[src/rtl/tradeoff_rr_scheduler.sv]
// Round-robin front end sharing one Tradeoff_16bits search core among NUM_REQ requesters.
// One job in flight: grant, load W, pulse start, wait for found or timeout, return tagged N.
//
// state | meaning
// IDLE  | no job; round-robin grant offered to valid requesters
// START | operand latched on core_w; one-cycle core_start pulse
// WAIT  | counting cycles until core_found or timeout
// RESP  | result held on the response channel until handshake
module tradeoff_rr_scheduler #(
  parameter int NUM_REQ     = 4,
  parameter int ID_BITS     = 2,
  parameter int W_BITS      = 30,
  parameter int N_BITS      = 17,
  parameter int TIMEOUT_CYC = 200000,
  parameter int CNT_BITS    = 18
) (
  input  logic                        clk,
  input  logic                        rst_n,
  input  logic [NUM_REQ-1:0]          req_valid,
  output logic [NUM_REQ-1:0]          req_ready,
  input  logic [NUM_REQ*W_BITS-1:0]   req_w,
  output logic                        rsp_valid,
  input  logic                        rsp_ready,
  output logic [ID_BITS-1:0]          rsp_id,
  output logic [N_BITS-1:0]           rsp_n,
  output logic                        rsp_timeout,
  output logic [W_BITS-1:0]           core_w,
  output logic                        core_start,
  input  logic                        core_found,
  input  logic [N_BITS-1:0]           core_n,
  output logic                        busy
);

  typedef enum logic [1:0] {IDLE, START, WAIT, RESP} state_t;

  state_t              state, state_nxt;
  logic [ID_BITS-1:0]  rr_ptr;
  logic [ID_BITS-1:0]  rr_nxt;
  logic [ID_BITS-1:0]  grant_idx;
  logic [ID_BITS-1:0]  scan_idx;
  logic                grant_any;
  logic [ID_BITS-1:0]  job_id;
  logic [CNT_BITS-1:0] cnt;
  logic                timeout_hit;

  // Scan downward from the farthest offset so the nearest valid index to rr_ptr wins.
  always_comb begin
    grant_any = 1'b0;
    grant_idx = rr_ptr;
    scan_idx  = rr_ptr;
    for (int k = NUM_REQ - 1; k >= 0; k--) begin
      scan_idx = ID_BITS'((int'(rr_ptr) + k) % NUM_REQ);
      if (req_valid[scan_idx]) begin
        grant_any = 1'b1;
        grant_idx = scan_idx;
      end
    end
  end

  assign rr_nxt      = (grant_idx == ID_BITS'(NUM_REQ - 1)) ? '0 : grant_idx + 1'b1;
  assign timeout_hit = (cnt == CNT_BITS'(TIMEOUT_CYC - 1));

  always_ff @(posedge clk or negedge rst_n) begin
    if (!rst_n) begin
      state <= IDLE;
    end else begin
      state <= state_nxt;
    end
  end

  always_comb begin
    state_nxt  = state;
    req_ready  = '0;
    core_start = 1'b0;
    rsp_valid  = 1'b0;
    busy       = 1'b1;
    unique case (state)
      IDLE: begin
        busy = 1'b0;
        if (grant_any && rst_n) begin
          req_ready[grant_idx] = 1'b1;
          state_nxt            = START;
        end
      end
      START: begin
        core_start = 1'b1;
        state_nxt  = WAIT;
      end
      WAIT: begin
        if (core_found || timeout_hit) state_nxt = RESP;
      end
      RESP: begin
        rsp_valid = 1'b1;
        if (rsp_ready) state_nxt = IDLE;
      end
      default: state_nxt = IDLE;
    endcase
  end

  always_ff @(posedge clk or negedge rst_n) begin
    if (!rst_n) begin
      rr_ptr      <= '0;
      job_id      <= '0;
      core_w      <= '0;
      cnt         <= '0;
      rsp_n       <= '0;
      rsp_timeout <= 1'b0;
    end else begin
      unique case (state)
        IDLE: begin
          if (grant_any) begin
            core_w <= req_w[int'(grant_idx)*W_BITS +: W_BITS];
            job_id <= grant_idx;
            rr_ptr <= rr_nxt;
          end
        end
        START: cnt <= '0;
        WAIT: begin
          cnt <= cnt + 1'b1;
          // found takes priority over a coincident timeout
          if (core_found) begin
            rsp_n       <= core_n;
            rsp_timeout <= 1'b0;
          end else if (timeout_hit) begin
            rsp_n       <= '0;
            rsp_timeout <= 1'b1;
          end
        end
        default: ;
      endcase
    end
  end

  assign rsp_id = job_id;

endmodule

[config.mk]
export PLATFORM = sky130hd
export DESIGN_NAME = tradeoff_rr_scheduler
export DESIGN_NICKNAME = d
export VERILOG_FILES = /design/src/rtl/tradeoff_rr_scheduler.sv
export SDC_FILE = /design/constraint.sdc
export NUM_CORES = 1
export LEC_CHECK = 0
export ABC_AREA = 1
export CAP_MARGIN = 20
export CORE_MARGIN = 4
export CORE_UTILIZATION = 40
export DETAILED_ROUTE_END_ITERATION = 16
export PLACE_DENSITY_LB_ADDON = 0.3
export SYNTH_ARGS = -nofsm -noshare
export SYNTH_HDL_FRONTEND = slang
export SYNTH_SLANG_ARGS = --single-unit
[constraint.sdc]
create_clock -name clk -period 2.32 [get_ports clk]
set_input_delay 0.348 -clock clk [delete_from_list [all_inputs] [get_ports clk]]
set_output_delay 0.348 -clock clk [all_outputs]
set_load 0.05 [all_outputs]
=== After elaboration in Yosys (flattened, before gate mapping) ===
Index checks and enable logic that the tools add are counted.

* Bits in registers: 72
* Bits of input ports: 145
* Word-level logic and storage cells: 70
* Output and inout port bits: 57

* Reduce and logical (&&, ||, !) cells: 9
* Muxes and demuxes: 33
* Equal/unequal tests: 8
* $mul: 1
* $add $sub $neg: 5
* Shifts and indexed selects: 1
* Order comparisons: 6

{| class="wikitable"
|+ Operators with widths
! cell !! number
|-
| 120-bit by 8-bit indexed part select with 30-bit output || 1
|-
| 18-bit case mux with 2 select lines || 1
|-
| 17-bit 2-to-1 mux || 2
|-
| 18-bit by 1-bit adder with 18-bit output, second input constant || 1
|-
| 18-bit == test, second input constant || 1
|-
| 2-bit 2-to-1 mux || 8
|-
| 2-bit by 3-bit < comparator with 1-bit output, second input constant || 5
|-
| 1-bit 2-to-1 mux || 14
|-
| 1-bit binary-select mux with 2-bit select || 4
|-
| 4-bit 2-to-1 mux || 2
|-
| 2-bit case mux with 4 select lines || 1
|-
| 2-bit == test, second input constant || 3
|-
| 2-bit by 4-bit multiplier with 6-bit output, second input constant || 1
|-
| 2-bit inequality test, second input constant || 3
|-
| 2-bit by 1-bit adder with 2-bit output, second input constant || 2
|-
| 2-bit adder, second input constant || 2
|-
| 2-bit AND reduction || 2
|-
| 2-bit nonzero test || 2
|-
| 3-bit AND reduction || 1
|-
| 1-bit demux with 2-bit select || 1
|-
| 2-bit by 1-bit == test with 1-bit output, second input constant || 1
|-
| 2-bit by 1-bit greater-or-equal comparator with 1-bit output, second input constant || 1
|-
| 1-bit logical AND || 2
|-
| 2-bit logical NOT || 1
|-
| 1-bit logical OR || 1
|}

=== Logic depth before layout (Yosys ltp) ===
* Depth in word-level cells: 13
* Depth in mapped cells: 16
* Depth with buffers taken out: 14

=== Worst setup path before layout ===
Ideal clock, no wire load.

* Kind: register -> output
* Start: register rr_ptr[0]
* End: output req_ready[0]
* Required time: 1.972 ns
* Path buffers: 3
* Path slack: -0.569 ns
* Arrival time: 2.541 ns
* Stages on the path, launching flop included: 13
* Path through: dfrtp_1 > buf_4 > o21ai_1 > nand2_1 > nand2_1 > inv_2 > nand2_1 > nand2_1 > nand2_2 > nand2_1 > buf_6 > buf_4 > nor3_1

* Longest elaborated chain between the ends: 13
* Elaborated cells on any way between the ends: 27
* Classes of those cells: 3 x add/sub; 2 x order compare; 20 x mux; 2 x reduce/logical

{| class="wikitable"
|+ Ends and longest elaborated chain
! item !! RTL line !! text
|-
| from (decl) || 37 || <nowiki>logic [ID_BITS-1:0] rr_ptr;</nowiki>
|-
| from (signal assigned) || 114 || <nowiki>rr_ptr <= rr_nxt;</nowiki>
|-
| 2-bit adder || 52 || <nowiki>scan_idx = ID_BITS'((int'(rr_ptr) + k) % NUM_REQ);</nowiki>
|-
| 1-bit binary-select mux with 2-bit select || 53 || <nowiki>if (req_valid[scan_idx]) begin</nowiki>
|-
| 1-bit 2-to-1 mux (not written as such) || 53 ||
|-
| 2-bit 2-to-1 mux (4 in a row) || 53 ||
|-
| 2-bit by 3-bit < comparator with 1-bit output (not written as such) or 2-bit by 1-bit greater-or-equal comparator with 1-bit output (tied branches) || 81 || <nowiki>req_ready[grant_idx] = 1'b1;</nowiki>
|-
| 1-bit logical AND (not written as such) || 81 ||
|-
| 1-bit 2-to-1 mux (not written as such) || 81 ||
|-
| 1-bit demux with 2-bit select || 81 ||
|-
| 4-bit 2-to-1 mux (*) || 80 || <nowiki>if (grant_any && rst_n) begin</nowiki>
|-
| 4-bit 2-to-1 mux (*) || 77 || <nowiki>unique case (state)</nowiki>
|-
| to (decl) || 20 || <nowiki>output logic [NUM_REQ-1:0] req_ready,</nowiki>
|}

Mark *: on every way between the ends. The rest lies on a longest branch, timed or not. The select of a mux whose other input is x is not followed.

=== Final worst setup path ===
* Start: register rr_ptr[0]
* End: output req_ready[1]

The elaborated chain is that of the path after synthesis.

==> results by group <==
Setup path
  • Flop2flop setup slack: ~0.10 ns
  • Buf+Inv Stages, Crit Path: 6
  • Setup crit start: rr_ptr[0]$_DFFE_PN0P_
  • Crit path largest cell delay: about 0.46 ns
  • Stages on worst setup path: 10
  • Critical path data required time: between 1.5 and 2 ns
  • R2R Path Start: rr_ptr[0]$_DFFE_PN0P_
  • Worst path cell trace: buf_8 -> nand2_4 -> buf_4 -> nand3_4 -> buf_6 -> a21oi_4 -> buf_6 -> nand4_1 -> inv_2 -> buf_12
  • CP top delay family: buffers and inverters
  • CP most frequent cell: buf_6
  • Endpoint class of the critical path: output pin
  • Kind of critical path: reg -> out
  • Slowest cell on the critical path: dfrtp_2
  • CP Launch Type: flip-flop
  • Reg2Reg Capture Point: core_w[13]$_DFFE_PN0P_
  • Crit-path max FO: 6
  • CP endpoint: req_ready[1]
  • CP arrival: 2.13 ns
  • FF-to-FF path depth: 14

Die
  • Core area: a little over 10,000 um2
  • Row count: 37
  • Die area: approximately 12,000 um2
  • Die Y: 111 um
  • IO Pins: a little over 200
  • Die Span X: about 110 um
  • Initial core utilization: between 40% and 50%

Synth
  • EDFF count, synth: 0
  • Syn Inst Count: just under 600
  • Area contributors post-synth: dfrtp_1 42%, nand3_1 19%, nand2_1 17%
  • Top cell type's share of synthesized area: a little over two fifths
  • #FFs+latches synth: a little over 70
  • Main synth FF type: dfrtp_1
  • Post-synthesis sequential area ratio: 42.3%
  • Count of cell types in the netlist: 27
  • FFs w/ async S/R, synth: 100%
  • Yosys warns: 0
  • Area leader, netlist: dfrtp_1
  • Syn Area/Cell: between 7 and 8 um2
  • Post-synthesis cell area: between 4000 and 5000 um2
  • Synthesized Nets: ~740

Detailed routing
  • Total wire length: about 16,000 um
  • ANT nets after route: 0
  • Initial DRT Pass Iterations: 5
  • Post-route DRC: 0
  • Wire length per cell: between 15 and 20 um
  • Avg Vias per Cell: around 5.4
  • Via count: just over 5,000
  • Initial DRC count: roughly 360

Clock network
  • TritonCTS Buffers: 9
  • CTS root buf: clkbuf_8
  • Hold_buf cts: 0
  • H-tree Lvls: 3
  • Clock slew at reported path FFs: about 0.090 ns
  • Clock Latency Late Sink: roughly 0.35 ns
  • Bufs on Longest Clock Path: 2
  • CTS tree: yes
  • Clock Sinks: 72

Timing
  • Clk_skew: between 0.01 and 0.015 ns
  • Pins over their slew limit: 0
  • Tcrit/Tclk final: 107%
  • Setup WS post-layout: -0.157 ns
  • RSZ-0062 raised after global routing: yes
  • TNS Setup: -0.567 ns
  • FMAX: a little over 400 MHz
  • Max-slew headroom: approximately two fifths
  • Final setup fails: 4
  • Crit path time final: between 2 and 2.5 ns
  • Final hold vios: 0
  • Actual slew at the worst max-slew pin: slightly above 0.9 ns

GRT
  • Vias in the first global route: about 5,200
  • First-pass GRT wire length: around 25,000 um
  • Total grt overflow: 0
  • Initial antenna violation count: 0
  • Largest net degree at the start of global routing: 73
  • Global Route Usage Sum: approximately 24%

Final layout
  • Most frequent cells in the layout: 195 x clkdlybuf4s50_1, 162 x nand2_1, 160 x nand3_1
  • Commonest non-fill, non-tap cell in the layout: clkdlybuf4s50_1
  • Util after Layout: around 69%
  • Area Overhead vs Synth: 67.9%
  • Layout fillers: 836
  • Final #Nets: 962
  • Finished Layout Cells: between 900 and 1,000
  • Number of antenna diodes: 0
  • Share of layout cells above drive strength 1: around 15%

Place
  • IO buf count: 201
  • RD Place Congestion: 0.975
  • Placed Cells incl. Taps: 920
  • Post-DP HPWL: about 11,000 um

Worst hold path
  • Worst min path class: in -> async

Power
  • Reported leakage power: 0.00336 uW
  • Pwr dens: approximately 1700 nW/um2
  • Max IR drop VDD: 0.000749 V

Run status
  • Outcome: complete, but fails checks
  • Violated checks: setup timing

Job
  • Max-Cap Viols: 0
[worst register-to-register path: stages, from the launching register on]
cell     delay [ns]
dfrtp_2        0.46
buf_8          0.17
o21ai_4        0.16
nand2_2        0.09
nand2_2        0.09
nand2_2        0.07
nand2_4        0.08
nand2_2        0.06
nand2_4        0.09
buf_4          0.28
buf_12         0.24
nand3_1        0.13
nand3_1        0.10
nand3_1        0.08
nand2_1        0.06
[power breakdown]
part	internal [uW]	switching [uW]	leakage, uW
Sequential	1770	301	0.000913
Combinational	3370	5780	0.00234
Clock	508	495	0.000104
[cell usage after synthesis, types with 4 or more instances]
library cell  instances
nand2_1             188
nand3_1             164
dfrtp_1              72
inv_1                34
clkbuf_1             18
a22o_1               17
nor2_1               15
o21ai_0              13
a21oi_1              12
nor3_1               11
buf_2                 8
inv_2                 7
ha_1                  6
buf_6                 4
[routing by layer]
layer / vias to the layer above / track usage, % / wire length (um)
li1: 2416 / - / -
met3: 46 / 6.71 / 1060
met4: 0 / 12.2 / 740
met1: 2421 / 26.5 / 6060
met2: 218 / 43.6 / 7860
met5: - / 0 / 0
[registers in the layout, indices dropped and copies added (netlist names)]
name,cells
rsp_timeout,1
rr_ptr,2
cnt,18
rsp_n,17
state,2
rsp_id,2
core_w,30
[through the flow]
step / hold slack [ns] / cell area, um2 / power [uW] / setup slack [ns]
final: 0.248 / 7150 / 12200 / -0.157
after floorplan: 0.0524 / 4280 / 7590 / -0.150
after detailed placement: 0.465 / 6540 / 10200 / -0.134
after global routing: 0.329 / 7150 / 13100 / -0.255
after global placement: 0.463 / 6540 / 10000 / -0.0611
after CTS: 0.291 / 6960 / 11700 / -0.0887
[repair_timing]
item                       CTS  global route
buffers inserted            11             5
resized for setup           36            42
setup endpoints to repair    4            29
pin swaps                   13            18
[area by class of cell]
cell class | count | area [um2] | area share (%)
Inverter | 41 | 166 | 2.33
Tap cell | 136 | 170 | 2.38
Multi-Input combinational cell | 443 | 2380 | 33.3
Timing Repair Buffer | 244 | 2430 | 34.0
Clock buffer | 9 | 124 | 1.73
Sequential cell | 72 | 1800 | 25.2
Clock inverter | 7 | 78.8 | 1.10
[logic make-up after synthesis]
kind of cell / count (synthesis) / synth area share, %
flops: 72 / 42.3
buf+inv: 77 / 7.99
xor+xnor: 2 / 0.411
compound gates: 47 / 7.43
simple gates: 388 / 40.1
fa+ha+maj: 6 / 1.76
[worst min path at each step]
stage,to,cells after the start,startpoint,slack (ns)
2_1_floorplan,cnt[0]$_DFFE_PN0P_,0,rst_n,0.05
5_1_grt,core_w[26]$_DFFE_PN0P_,2,rst_n,0.33
4_1_cts,core_w[1]$_DFFE_PN0P_,2,rst_n,0.29
3_3_place_gp,core_w[23]$_DFFE_PN0P_,2,core_w[23]$_DFFE_PN0P_,0.46
6_report,core_w[26]$_DFFE_PN0P_,2,rst_n,0.25
3_5_place_dp,core_w[29]$_DFFE_PN0P_,2,core_w[29]$_DFFE_PN0P_,0.46
Note: power is estimated with default switching activity, not from simulation.
